## src/rtl/sys_array_seq_if.sv

```systemverilog
`default_nettype none
// ============================================================================
// Module   : sys_array_seq_if
// Purpose  : Bundle of sequencer-side signals for the MNIST systolic-array
//            layer: run control, input-vector pacing, weight-ROM addressing,
//            array control strobes and the tile-result handshake.
// Modports : master - the sequencer (drives addresses, strobes, status)
//            slave  - the surrounding datapath / control that it drives
// Revision : 1.0 - initial release
// ============================================================================
interface sys_array_seq_if #(
    parameter int K_WIDTH    = 10,
    parameter int ADDR_WIDTH = 14,
    parameter int T_WIDTH    = 4
);
    // Run control
    logic                  start;
    logic                  busy;
    logic                  done;
    // Input-vector source handshake
    logic                  x_valid;
    logic                  x_ready;
    logic [K_WIDTH-1:0]    k_idx;
    // Weight ROM
    logic [ADDR_WIDTH-1:0] w_addr;
    logic                  w_en;
    // Array control
    logic                  array_en;
    logic                  acc_clr;
    logic                  bias_add;
    // Tile result handshake
    logic                  out_valid;
    logic                  out_ready;
    logic [T_WIDTH-1:0]    tile_idx;

    modport master (
        input  start, x_valid, out_ready,
        output busy, done, x_ready, k_idx, w_addr, w_en,
               array_en, acc_clr, bias_add, out_valid, tile_idx
    );

    modport slave (
        output start, x_valid, out_ready,
        input  busy, done, x_ready, k_idx, w_addr, w_en,
               array_en, acc_clr, bias_add, out_valid, tile_idx
    );
endinterface
`default_nettype wire

```

## src/rtl/sys_array_seq.sv

```systemverilog
`default_nettype none
// ============================================================================
// Module   : sys_array_seq
// Purpose  : Per-tile sequencer for the systolic-array layer. For each output
//            tile it clears the accumulators, streams IN_LEN weight-ROM
//            addresses paced by the input-vector source, waits DRAIN_CYC
//            cycles for the array pipeline, pulses the bias add and presents
//            the tile result with a valid/ready handshake. A done pulse ends
//            the run.
// Ports    : clk  - clock, rising edge
//            rst  - synchronous active-high reset
//            bus  - sys_array_seq_if.master (start/busy/done, x_valid/x_ready/
//                   k_idx, w_addr/w_en, array_en/acc_clr/bias_add,
//                   out_valid/out_ready/tile_idx)
// Revision : 1.0 - initial release
// ============================================================================
module sys_array_seq #(
    parameter int DATA_WIDTH = 8,
    parameter int SIZE       = 16,
    parameter int IN_LEN     = 784,
    parameter int OUT_TILES  = 1,
    parameter int DRAIN_CYC  = 32,
    parameter int ADDR_WIDTH = 14,
    parameter int K_WIDTH    = 10,
    parameter int T_WIDTH    = 4
) (
    input  logic            clk,
    input  logic            rst,
    sys_array_seq_if.master bus
);

    // DATA_WIDTH and SIZE are carried for top-level consistency only; they
    // take part in the elaboration-time range check below.
    generate
        if (DATA_WIDTH < 1 || SIZE < 1 || IN_LEN < 1 || OUT_TILES < 1 ||
            DRAIN_CYC < 1 ||
            (OUT_TILES * IN_LEN) >= (2 ** ADDR_WIDTH) ||
            IN_LEN > (2 ** K_WIDTH) || OUT_TILES > (2 ** T_WIDTH)) begin : g_bad_params
            $error("sys_array_seq: parameter set out of range");
        end
    endgenerate

    localparam int                  c_dcnt_w = (DRAIN_CYC > 1) ? $clog2(DRAIN_CYC) : 1;
    localparam logic [K_WIDTH-1:0]  c_k_last = K_WIDTH'(IN_LEN - 1);
    localparam logic [T_WIDTH-1:0]  c_t_last = T_WIDTH'(OUT_TILES - 1);
    localparam logic [c_dcnt_w-1:0] c_d_last = c_dcnt_w'(DRAIN_CYC - 1);

    typedef enum logic [2:0] {
        S_IDLE  = 3'd0,
        S_CLEAR = 3'd1,
        S_LOAD  = 3'd2,
        S_DRAIN = 3'd3,
        S_BIAS  = 3'd4,
        S_OUT   = 3'd5,
        S_DONE  = 3'd6
    } state_t;

    state_t                r_state;
    state_t                w_state_nxt;
    logic [K_WIDTH-1:0]    r_k;
    logic [K_WIDTH-1:0]    w_k_nxt;
    logic [ADDR_WIDTH-1:0] r_addr;
    logic [ADDR_WIDTH-1:0] w_addr_nxt;
    logic [T_WIDTH-1:0]    r_tile;
    logic [T_WIDTH-1:0]    w_tile_nxt;
    logic [c_dcnt_w-1:0]   r_dcnt;
    logic [c_dcnt_w-1:0]   w_dcnt_nxt;
    logic                  r_array_en;
    logic                  w_issue;

    // A weight read is issued on every accepted input element.
    assign w_issue = (r_state == S_LOAD) && bus.x_valid;

    always_ff @(posedge clk) begin
        if (rst) begin
            r_state    <= S_IDLE;
            r_k        <= '0;
            r_addr     <= '0;
            r_tile     <= '0;
            r_dcnt     <= '0;
            r_array_en <= 1'b0;
        end else begin
            r_state    <= w_state_nxt;
            r_k        <= w_k_nxt;
            r_addr     <= w_addr_nxt;
            r_tile     <= w_tile_nxt;
            r_dcnt     <= w_dcnt_nxt;
            // The ROM output is registered, so the array consumes one cycle
            // after the read is issued.
            r_array_en <= w_issue;
        end
    end

    always_comb begin
        w_state_nxt = r_state;
        w_k_nxt     = r_k;
        w_addr_nxt  = r_addr;
        w_tile_nxt  = r_tile;
        w_dcnt_nxt  = r_dcnt;

        case (r_state)
            S_IDLE: begin
                if (bus.start) begin
                    w_state_nxt = S_CLEAR;
                    w_tile_nxt  = '0;
                    w_addr_nxt  = '0;
                end
            end
            S_CLEAR: begin
                w_k_nxt     = '0;
                w_state_nxt = S_LOAD;
            end
            S_LOAD: begin
                if (bus.x_valid) begin
                    // Running address: after the last element it already
                    // points at the base of the next tile.
                    w_addr_nxt = r_addr + ADDR_WIDTH'(1);
                    if (r_k == c_k_last) begin
                        w_k_nxt     = '0;
                        w_dcnt_nxt  = '0;
                        w_state_nxt = S_DRAIN;
                    end else begin
                        w_k_nxt = r_k + K_WIDTH'(1);
                    end
                end
            end
            S_DRAIN: begin
                if (r_dcnt == c_d_last) begin
                    w_state_nxt = S_BIAS;
                end else begin
                    w_dcnt_nxt = r_dcnt + c_dcnt_w'(1);
                end
            end
            S_BIAS: begin
                w_state_nxt = S_OUT;
            end
            S_OUT: begin
                if (bus.out_ready) begin
                    if (r_tile < c_t_last) begin
                        w_tile_nxt  = r_tile + T_WIDTH'(1);
                        w_state_nxt = S_CLEAR;
                    end else begin
                        w_state_nxt = S_DONE;
                    end
                end
            end
            S_DONE: begin
                w_state_nxt = S_IDLE;
                w_tile_nxt  = '0;
                w_addr_nxt  = '0;
            end
            default: begin
                w_state_nxt = S_IDLE;
            end
        endcase
    end

    assign bus.x_ready   = w_issue;
    assign bus.w_en      = w_issue;
    assign bus.k_idx     = r_k;
    assign bus.w_addr    = r_addr;
    assign bus.tile_idx  = r_tile;
    assign bus.array_en  = r_array_en;
    assign bus.acc_clr   = (r_state == S_CLEAR);
    assign bus.bias_add  = (r_state == S_BIAS);
    assign bus.out_valid = (r_state == S_OUT);
    assign bus.busy      = (r_state != S_IDLE);
    assign bus.done      = (r_state == S_DONE);

endmodule
`default_nettype wire

```

## src/flat_wrapper.sv

```systemverilog
// flat-port wrapper written by rule: the top's interface ports become plain ports
module sys_array_seq_flat 
#(
    parameter int DATA_WIDTH = 8,
    parameter int SIZE       = 16,
    parameter int IN_LEN     = 784,
    parameter int OUT_TILES  = 1,
    parameter int DRAIN_CYC  = 32,
    parameter int ADDR_WIDTH = 14,
    parameter int K_WIDTH    = 10,
    parameter int T_WIDTH    = 4
)
  (clk, rst, bus_start, bus_x_valid, bus_out_ready, bus_busy, bus_done, bus_x_ready, bus_k_idx, bus_w_addr, bus_w_en, bus_array_en, bus_acc_clr, bus_bias_add, bus_out_valid, bus_tile_idx);
  sys_array_seq_if #(.K_WIDTH(K_WIDTH), .ADDR_WIDTH(ADDR_WIDTH), .T_WIDTH(T_WIDTH)) bus_i ();
  input  logic clk;
  input  logic rst;
  input wire logic [$bits(bus_i.start)-1:0] bus_start;
  input wire logic [$bits(bus_i.x_valid)-1:0] bus_x_valid;
  input wire logic [$bits(bus_i.out_ready)-1:0] bus_out_ready;
  output wire logic [$bits(bus_i.busy)-1:0] bus_busy;
  output wire logic [$bits(bus_i.done)-1:0] bus_done;
  output wire logic [$bits(bus_i.x_ready)-1:0] bus_x_ready;
  output wire logic [$bits(bus_i.k_idx)-1:0] bus_k_idx;
  output wire logic [$bits(bus_i.w_addr)-1:0] bus_w_addr;
  output wire logic [$bits(bus_i.w_en)-1:0] bus_w_en;
  output wire logic [$bits(bus_i.array_en)-1:0] bus_array_en;
  output wire logic [$bits(bus_i.acc_clr)-1:0] bus_acc_clr;
  output wire logic [$bits(bus_i.bias_add)-1:0] bus_bias_add;
  output wire logic [$bits(bus_i.out_valid)-1:0] bus_out_valid;
  output wire logic [$bits(bus_i.tile_idx)-1:0] bus_tile_idx;
  assign bus_i.start = bus_start;
  assign bus_i.x_valid = bus_x_valid;
  assign bus_i.out_ready = bus_out_ready;
  assign bus_busy = bus_i.busy;
  assign bus_done = bus_i.done;
  assign bus_x_ready = bus_i.x_ready;
  assign bus_k_idx = bus_i.k_idx;
  assign bus_w_addr = bus_i.w_addr;
  assign bus_w_en = bus_i.w_en;
  assign bus_array_en = bus_i.array_en;
  assign bus_acc_clr = bus_i.acc_clr;
  assign bus_bias_add = bus_i.bias_add;
  assign bus_out_valid = bus_i.out_valid;
  assign bus_tile_idx = bus_i.tile_idx;
  sys_array_seq #(.DATA_WIDTH(DATA_WIDTH), .SIZE(SIZE), .IN_LEN(IN_LEN), .OUT_TILES(OUT_TILES), .DRAIN_CYC(DRAIN_CYC), .ADDR_WIDTH(ADDR_WIDTH), .K_WIDTH(K_WIDTH), .T_WIDTH(T_WIDTH)) u_core (.clk(clk), .rst(rst), .bus(bus_i));
endmodule
```

## config.mk

```make
export PLATFORM = sky130hd
export DESIGN_NAME = sys_array_seq_flat
export DESIGN_NICKNAME = d
export VERILOG_FILES = /design/src/rtl/sys_array_seq_if.sv /design/src/rtl/sys_array_seq.sv /design/src/flat_wrapper.sv
export SDC_FILE = /design/constraint.sdc
export NUM_CORES = 1
export LEC_CHECK = 0
export BUFFER_PORTS_ARGS = -buffer_cell sky130_fd_sc_hd__buf_2
export CELL_PAD_IN_SITES_DETAIL_PLACEMENT = 1
export CELL_PAD_IN_SITES_GLOBAL_PLACEMENT = 2
export CORE_ASPECT_RATIO = 0.75
export CORE_UTILIZATION = 34
export DETAILED_ROUTE_END_ITERATION = 6
export HOLD_SLACK_MARGIN = 0.02
export PLACE_DENSITY = 0.87
export SYNTH_ARGS = -nofsm -noshare
export SYNTH_HDL_FRONTEND = slang
export SYNTH_SLANG_ARGS = --single-unit
```

## constraint.sdc

```tcl
create_clock -name clk -period 3.1 [get_ports clk]
set_clock_uncertainty 0.15 [all_clocks]
set_input_delay 0.62 -clock clk [delete_from_list [all_inputs] [get_ports clk]]
set_output_delay 0.62 -clock clk [all_outputs]
set_load 0.05 [all_outputs]
```

==> results of run 1 <==
-- layer usage --
metal,wire length [um],GRT usage [%],up-vias,part of all wire [%]
li1,-,-,827,-
met1,2190,22.72,795,52
met2,1813,25.00,27,43
met3,160,3.894,8,3.8
met4,75,7.500,0,1.8
met5,0,0,-,0
-- worst paths after layout --
kind,startpoint,endpoint,slack [ps],cells after the start
worst max-delay path,u_core.r_state[1],bus_w_en,550,2
worst min-delay path,u_core.bus.w_addr[13],u_core.bus.w_addr[13],330,2
worst max register to register,u_core.r_dcnt[0],u_core.r_dcnt[2],970,7
worst min register to register,u_core.bus.w_addr[13],u_core.bus.w_addr[13],330,2
-- per-stage QoR --
stage                     area (sq um)  setup slack, ps  cells  hold WS, ps
after floorplan                   1817            520.6    210        294.9
after global placement            2017            841.9    305        312.0
after detailed placement          2017            852.4    305        323.0
after CTS                         2091            543.1    311        334.9
after global routing              2091            415.1    311        369.5
final                             2091            547.6    311        330.6
-- worst min-delay path: cells and delay by family, from the launching register on --
kind	cells	cell delay (ps)
DFF	1	320
AOI/OAI and AO/OA	2	110
-- kinds of logic after synthesis --
kind of cell	Yosys count	share of synthesized area (%)
simple gates	81	26.40
compound gates	55	21.41
flops	33	36.59
buf+inv	19	5.751
xor+xnor	13	6.306
fa+ha+maj	4	2.772
other cells	1	0.2077
mux	1	0.5544
-- cells in the final DEF (no fill, tap or decap), types with 4 or more instances in the layout --
cell type and count:
buf_2 36, dfxtp_1 33, nor2_1 20, a21oi_1 14
xor2_1 10, o21ai_0 9, nand2_1 9, nand2b_1 8
nand3_1 7, o31ai_1 7, or4_1 7, and3_1 5
clkbuf_8 5, a31oi_1 4, o2111ai_1 4, nor3_1 4
ha_1 4, conb_1 4
-- power by group --
| part | switching (uW) | total [uW] | internal, uW | leakage [uW] |
|---|---|---|---|---|
| clock network | 156 | 304 | 148 | 0.0000399 |
| registers | 32.5 | 472 | 440 | 0.000266 |
| logic | 192 | 272 | 79.7 | 0.000519 |
-- synthesized netlist by cell type (2+ instances only) --
cell and number:
o211ai_1 3, xnor2_1 3, nor3_1 4, o21ai_0 9
nand2b_1 8, nand3_1 7, nor4bb_1 2, or3b_1 2
xor2_1 10, clkbuf_1 4, a31oi_1 4, dfxtp_1 33
a211o_1 2, nand4_1 2, o31ai_1 7, o211ai_2 2
and4_1 3, nand2_1 9, nor2_1 20, buf_2 5
or3_1 2, or4_1 7, a21oi_1 14, buf_4 5
o2111ai_1 4, and3_1 5, nor2b_1 3, ha_1 4
inv_1 2
-- sequential cells by signal (all words and copies together), names as in the netlist --
signal,count
u_core.bus.w_addr,14
u_core.r_state,3
u_core.bus.array_en,1
u_core.bus.k_idx,10
u_core.r_dcnt,5
-- final cells by class --
class	instances	area (sq um)	share of cell area [%]
Sequential cell	33	660.6	31.60
Timing Repair Buffer	39	202.7	9.695
Clock buffer	5	68.82	3.291
Tap cell	72	90.09	4.309
Multi-Input combinational cell	158	1052	50.33
Clock inverter	1	5.005	0.2394
Inverter	3	11.26	0.5386
==> impl_metrics.tcl, run 1 <==
set metrics [dict create \
    die_h_um 65.11 \
    path_class "flop to output pin" \
    initial_core_util_pct 36.04 \
    dieArea_sq_um 5609 \
    drive_gt1_share_pct 22.18 \
    vdd_ir_drop_max_mv 0.2167 \
    path_clk_slew_ps 70 \
    nFillCells 625 \
    path_cells "and4bb_2 > buf_2" \
    critPathCaptureType "output pin" \
    period_minus_slack_ps 2552 \
    cts_buffers 5 \
    dpl.hpwl_mm 3.018 \
    rsz0062_at_grt "false" \
    cts_tree "built" \
    post_cts_resized 0 \
    cap_violations 0 \
    ys_warn_count 0 \
    grt_pass1_wl_mm 7.286 \
    arrival_ps 1780 \
    wire_per_inst_um 13.63 \
    cp_slowest_cell "dfxtp_1" \
    grt_pass1_vias 1532 \
    ios 41 \
    overflow 0 \
    async_reset_ff_share_pct 0 \
    htreeDepth 2 \
    fin_util_pct 41.73 \
    synth_cells 207 \
    syn_area_per_cell_sq_um 8.722 \
    drtAntennaViolNets 0 \
    hold_violations 0 \
    crit_family "flip-flops" \
    cp.required_ps 2330 \
    antenna_cells 0 \
    clkSinkCount 33 \
    finalSetupViolations 0 \
    core_sq_um 5010 \
    final_max_slew_viol_count 0 \
    synth_cell_type_count 51 \
    antenna_found_initial 0 \
    crit_buf_inv 1 \
    synth_edf_count 0 \
    critical_path.max_fanout 19 \
    grtUsageTotal_pct 16.66 \
    cellLeakagePower_uw 0.0008257 \
    ctsHoldBuffers 0 \
    relSlewSlack_pct 62.12 \
    tns_ps 0 \
    place.gp.congestion 0.7207 \
    ys_top_cells_by_area "dfxtp_1 37%, xor2_1 4.9%, nor2_1 4.2%" \
    fin_nets 249 \
    power.total_uw 1048 \
    clk_path_buf_depth 2 \
    vias 1657 \
    cpPeakStageDelay_ps 680 \
    area_growth_pct 15.80 \
    root_buffer "clkbuf_8" \
    fp.dieW_um 86.15 \
    timing.fmax_ghz 0.3918 \
    power_density_nw_per_um2 501.3 \
    status "finished, final reports clean" \
    fin_crit_sh_pct 82.34 \
    port-buffer-count 36 \
    worst_pin_slew_ps 567.4 \
    viasPerCell 5.328 \
    clkLatencyLatePin_ps 290 \
    crit_path_start_kind "flop" \
    syn-cell-area_sq_um 1805 \
    hold_path_class "flop to flop" \
    rows 22 \
    yosysSeqAreaShare_pct 36.59 \
    drt_iter0_drc 30 \
    drc 0 \
    grt_max_degree 20 \
    dr.pass1.iters 4 \
    synth_top_area_share_pct 36.59 \
    postCtsSetupBuffers 0 \
    totalWireLength_mm 4.239 \
    synth-seq-cells 33 \
    synth_area_leader_cell "dfxtp_1" \
    synth-main-ff-cell "dfxtp_1" \
]
Power figures use the tool's default switching activity.
==> run 2: changes to the inputs <==
--- a/config.mk
+++ b/config.mk
@@ -5,14 +5,15 @@
 export SDC_FILE = /design/constraint.sdc
 export NUM_CORES = 1
 export LEC_CHECK = 0
+export ABC_AREA = 1
 export BUFFER_PORTS_ARGS = -buffer_cell sky130_fd_sc_hd__buf_2
 export CELL_PAD_IN_SITES_DETAIL_PLACEMENT = 1
 export CELL_PAD_IN_SITES_GLOBAL_PLACEMENT = 2
 export CORE_ASPECT_RATIO = 0.75
-export CORE_UTILIZATION = 34
+export CORE_UTILIZATION = 25
 export DETAILED_ROUTE_END_ITERATION = 6
 export HOLD_SLACK_MARGIN = 0.02
-export PLACE_DENSITY = 0.87
+export PLACE_DENSITY = 0.77
 export SYNTH_ARGS = -nofsm -noshare
 export SYNTH_HDL_FRONTEND = slang
 export SYNTH_SLANG_ARGS = --single-unit
==> constraint.sdc (replaced) <==
create_clock -name clk -period 2.1 [get_ports clk]
set_clock_uncertainty 0.15 [all_clocks]
set_input_delay 0.42 -clock clk [delete_from_list [all_inputs] [get_ports clk]]
set_output_delay 0.42 -clock clk [all_outputs]
set_load 0.05 [all_outputs]
==> run 2 against run 1 <==
Core utilization fell by 9.4 points. First-iteration DRC count did not move. Global-route usage fell by 2.7 points. Non-clock buffer count rose by 2. Critical path type unchanged. Critical endpoint is now bus_x_ready. Largest power group is now combinational logic.
==> impl_metrics.tcl, run 2 <==
set metrics [dict create \
    path_clk_slew_ps 80 \
    finalSetupViolations 0 \
    power_density_nw_per_um2 1158 \
    rsz0062_at_grt "false" \
    hold_path_class "input port to flop" \
    initial_core_util_pct 26.58 \
    grt_pass1_wl_mm 8.583 \
    period_minus_slack_ps 1997 \
    synth_top_area_share_pct 35.53 \
    cap_violations 0 \
    viasPerCell 4.232 \
    clk_path_buf_depth 2 \
    die_h_um 76.69 \
    ios 41 \
    ys_warn_count 0 \
    synth_edf_count 0 \
    fin_nets 346 \
    ctsHoldBuffers 0 \
    arrival_ps 1430 \
    synth_cell_type_count 28 \
    drc 0 \
    wire_per_inst_um 11.51 \
    yosysSeqAreaShare_pct 35.53 \
    antenna_cells 0 \
    largest_register_ffs 14 \
    synthMuxAreaShare_pct 0 \
    syn_area_per_cell_sq_um 6.303 \
    ys_top_cells_by_count "80 x nand2_1, 65 x nor2_1, 33 x dfxtp_1, 30 x inv_1, 16 x a21oi_1" \
    drtAntennaViolNets 0 \
    synth_cells 295 \
    cts_buffers 5 \
    antenna_found_initial 0 \
    drive_gt1_share_pct 20.12 \
    dpl.hpwl_mm 3.904 \
    cts_tree "built" \
    synth-seq-cells 33 \
    hold_violations 0 \
    drt_iter0_drc 30 \
    totalWireLength_mm 5.020 \
    clkLatencyLatePin_ps 290 \
    async_reset_ff_share_pct 0 \
    timing.fmax_ghz 0.5006 \
    clkSinkCount 33 \
    yosysMostFrequentCell "nand2_1" \
    root_buffer "clkbuf_8" \
    synth-main-ff-cell "dfxtp_1" \
    port-buffer-count 36 \
    layout_commonest_cell "nand2_1" \
    dieArea_sq_um 7790 \
    mostFrequentLayoutCells "80 x nand2_1, 65 x nor2_1, 33 x buf_2, 31 x dfxtp_1, 30 x inv_1" \
    cp.required_ps 1530 \
    synth-xor-area-share_pct 1.413 \
    synth-adder-area-share_pct 2.692 \
    core_sq_um 6994 \
    htreeDepth 2 \
    synth-compound-area-share_pct 6.393 \
    tns_ps 0 \
    status "finished, final reports clean" \
    ys_top_cells_by_area "dfxtp_1 36%, nand2_1 16%, nor2_1 13%" \
    vias 1845 \
    critical_path.max_fanout 5 \
    grt_pass1_vias 1809 \
    yosys.area_share.simple_pct 42.87 \
    dr.pass1.iters 4 \
    fin_crit_sh_pct 95.12 \
    synth_area_leader_cell "dfxtp_1" \
    power.total_uw 2619 \
    syn-cell-area_sq_um 1859 \
    place.gp.congestion 0.7082 \
    path_class "flop to output pin" \
    grtUsageTotal_pct 13.93 \
    critPathCaptureType "output pin" \
    rows 26 \
    overflow 0 \
    grt_max_degree 11 \
    final_max_slew_viol_count 0 \
    cellLeakagePower_uw 0.001043 \
    vdd_ir_drop_max_mv 0.6258 \
    crit_path_start_kind "flop" \
    fp.dieW_um 101.6 \
    synth_top_family_by_area "simple AND/OR/NAND/NOR gates" \
    area_growth_pct 21.67 \
]
==> run 2: cell count changes in the layout (fill, tap and decap cells not counted), sizes merged, moves of 4 or more <==
cell     before  now
or4           7    0
nand4         2    9
nand2b        8    0
nand3         7   15
o21ai        10    3
xor2         10    3
o31ai         7    0
nand2         9   84
inv           3   35
o211ai        5    0
nor2         20   68
and3          5    0
o2111ai       4    0
a31oi         4    0
==> run 2: layer usage <==
metal / part of all wire [%] / global-route usage (%)
met1: 56 / 20.56
met2: 39 / 19.86
met3: 3.6 / 3.191
met4: 1.1 / 3.913
met5: 0 / 0
==> run 2: what timing repair did <==
action	CTS	global route
setup buffers	1	0
setup endpoints to repair	3	1
pin swaps	1	0
gates resized for setup	4	2
==> run 2: path summary, 6_finish.rpt <==
path	startpoint	to	slack [ps]	depth (start not counted)
worst min-delay path	rst	u_core.bus.k_idx[7]	260	2
worst min register to register	u_core.r_dcnt[3]	u_core.r_dcnt[3]	340	2
worst max-delay path	u_core.r_state[2]	bus_x_ready	100	6
worst max register to register	u_core.r_dcnt[0]	u_core.r_dcnt[4]	240	11
==> run 2: final cells by class <==
type	count	area (sq um)
Timing Repair Buffer	41	225.2
Sequential cell	33	665.6
Clock buffer	7	96.34
Inverter	36	135.1
Tap cell	98	122.6
Multi-Input combinational cell	220	1012
Clock inverter	1	5.005
Fill cell	928	4732
==> run 2: cells by family (layout without fill, tap and decap cells) <==
group           Yosys count  after routing
other cells               1              4
simple gates            187            187
flops                    33             33
compound gates           22             22
buf+inv                  45             85
xor+xnor                  3              3
fa+ha+maj                 4              4
==> run 2: per-stage QoR <==
stage / hold WS (ps) / worst slack (ps) / cells / utilization [%] / cell area, sq um
floorplan: 305.0 / 65.88 / 298 / - / 1876
global placement: 326.5 / 152.2 / 427 / 30.61 / 2141
detailed placement: 321.7 / 186.6 / 427 / 30.61 / 2141
CTS: 262.6 / 52.72 / 436 / 32.27 / 2257
global route: 272.1 / 11.39 / 436 / 32.34 / 2262
finish: 263.1 / 102.5 / 436 / 32.34 / 2262
==> run 2: worst max-delay path, stage by stage, from the launching register on <==
cell	delay [ps]
dfxtp_1	370
inv_2	120
nand2_1	110
nor2_4	150
nand2_2	90
inv_1	100
buf_4	200
==> run 2: power by group <==
group	switching [uW]	internal [uW]	total, uW
logic	916	335	1250
clock network	258	297	555
registers	100	713	813
==> run 3: changes to the inputs <==
--- a/config.mk
+++ b/config.mk
@@ -14,6 +14,8 @@
 export DETAILED_ROUTE_END_ITERATION = 6
 export HOLD_SLACK_MARGIN = 0.02
 export PLACE_DENSITY = 0.77
+export REMOVE_ABC_BUFFERS = 1
 export SYNTH_ARGS = -nofsm -noshare
 export SYNTH_HDL_FRONTEND = slang
 export SYNTH_SLANG_ARGS = --single-unit
+export TNS_END_PERCENT = 5
==> run 3 against run 2 <==
Cell count increased by 0.23%. Critical endpoint is now bus_w_en. Hold slack better by 27 ps. Die area unchanged. Via count grew 0.33%. Total power down 1.5%. Design area down 0.22%. Core utilization down 0.072 points. Largest power group unchanged. Wire length down 0.48%. Sequential cell count unchanged. Clock power decreased by 9.9%. Global-route usage is 0.13 points higher.
==> impl_metrics.tcl, run 3 (synthesis gave the netlist of run 2 again) <==
set metrics [dict create \
    status "finished, final reports clean" \
    antenna_found_initial 0 \
    fin_crit_sh_pct 94.50 \
    tns_ps 0 \
    overflow 0 \
    worst-r2r-cell-count 11 \
    largest_register_ffs 14 \
    instances_no_fill 437 \
    ctsHoldBuffers 0 \
    viasPerCell 4.236 \
    cap_violations 0 \
    totalWireLength_mm 4.996 \
    grt_max_degree 11 \
    dr.pass1.iters 4 \
    power.total_uw 2579 \
    dieArea_sq_um 7790 \
    place_worst_setup_slack_ps 223.6 \
    drc 0 \
    root_buffer "clkbuf_8" \
    critical_path.max_fanout 5 \
    dpl.hpwl_mm 3.838 \
    path_cells "inv_2 > nand2_1 > nor2_4 > nand2_2 > inv_1 > buf_4" \
    cellLeakagePower_uw 0.001043 \
    whs_endpoint "u_core.bus.w_addr[6]" \
    r2r_end "u_core.r_dcnt[3]" \
    ios 41 \
    hold_violations 0 \
    htreeDepth 2 \
    timing.fmax_ghz 0.5039 \
    die_h_um 76.69 \
    period_minus_slack_ps 1985 \
    cts_buffers 5 \
    min_delay_path_depth 2 \
    hold_path_class "input port to flop" \
    vias 1851 \
    final_max_slew_viol_count 0 \
    rrSetupSlack_ps 210 \
    fp.dieW_um 101.6 \
    mostFrequentLayoutCells "80 x nand2_1, 65 x nor2_1, 33 x buf_2, 31 x dfxtp_1, 30 x inv_1" \
    holdWs_ps 290.2 \
    vdd_ir_drop_max_mv 0.5215 \
    clk_path_buf_depth 2 \
    drive_gt1_share_pct 19.76 \
    cp_slowest_cell "dfxtp_1" \
    wire_per_inst_um 11.43 \
    clkSinkCount 33 \
    arrival_ps 1410 \
    port-buffer-count 36 \
    dp.cells 427 \
    initial_core_util_pct 26.58 \
    layout_commonest_cell "nand2_1" \
    place.gp.congestion 0.7296 \
    cpPeakStageDelay_ps 370 \
    drtAntennaViolNets 0 \
    cts_tree "built" \
    antenna_cells 0 \
    path_clk_slew_ps 70 \
    path_class "flop to output pin" \
    hold_start "rst" \
    cp.required_ps 1530 \
    crit_path_start_kind "flop" \
    area_growth_pct 21.40 \
    crit_buf_inv 3 \
    grtUsageTotal_pct 14.06 \
    grt_pass1_vias 1795 \
    core_sq_um 6994 \
    clkLatencyLatePin_ps 290 \
    fin_nets 348 \
    power_density_nw_per_um2 1142 \
    regToRegStartpoint "u_core.r_dcnt[0]" \
    critPathCaptureType "output pin" \
    crit_family "buffers and inverters" \
    rows 26 \
    finalSetupViolations 0 \
    grt_pass1_wl_mm 8.694 \
    setup_ws_ps 115.5 \
    drt_iter0_drc 47 \
]
[run 3: cell types whose count changed in the layout (fill, tap and decap cells not counted)]
cell,change
buf_4,+2
clkbuf_1,+1
clkbuf_8,-1
clkinv_2,-1
nor3_1,+1
nor3_2,-1
[run 3: how the worst max path moves through the flow]
stage	startpoint	end	slack, ps	cells past startpoint
after CTS	u_core.r_state[2]	bus_x_ready	-5	6
after global placement	u_core.r_state[0]	bus_acc_clr	230	5
after global routing	u_core.r_state[2]	bus_w_en	-3	6
after detailed placement	u_core.r_state[1]	bus_x_ready	220	5
final	u_core.r_state[2]	bus_w_en	120	6
after floorplan	u_core.r_state[2]	bus_done	-20	2
[run 3: cell type report]
class                   instances  area, sq um
inverters                      36        135.1
fillers                       913         4737
well taps                      98        122.6
flip-flops and latches         33        665.6
clock buffers                   7        86.33
multi-input cells             220         1007
repair buffers                 43        240.2
[run 3: report_power, final]
part | internal [uW] | leakage (uW) | switching, uW
combinational | 352 | 0.000730 | 916
sequential | 713 | 0.000268 | 98.7
clock | 260 | 0.0000443 | 239
[run 3: metal layers]
layer	vias up	global-route usage [%]	share of wire, %
met2	26	20.00	40
met1	822	20.70	56
li1	998	-	-
met4	0	4.783	1.2
met3	5	2.826	2.6
met5	-	0	0
[run 3: repair_timing]
item	4_1_cts	5_1_grt
buffers inserted	0	3
endpoints found under the setup margin	3	3
resized for setup	4	2
pin swaps	0	1
hold endpoints to repair	0	0
[run 3: per-stage QoR]
step,util [%],cell area [sq um]
2_1_floorplan,-,1803
3_3_place_gp,30.54,2136
3_5_place_dp,30.54,2136
4_1_cts,31.88,2230
5_1_grt,32.27,2257
6_report,32.27,2257
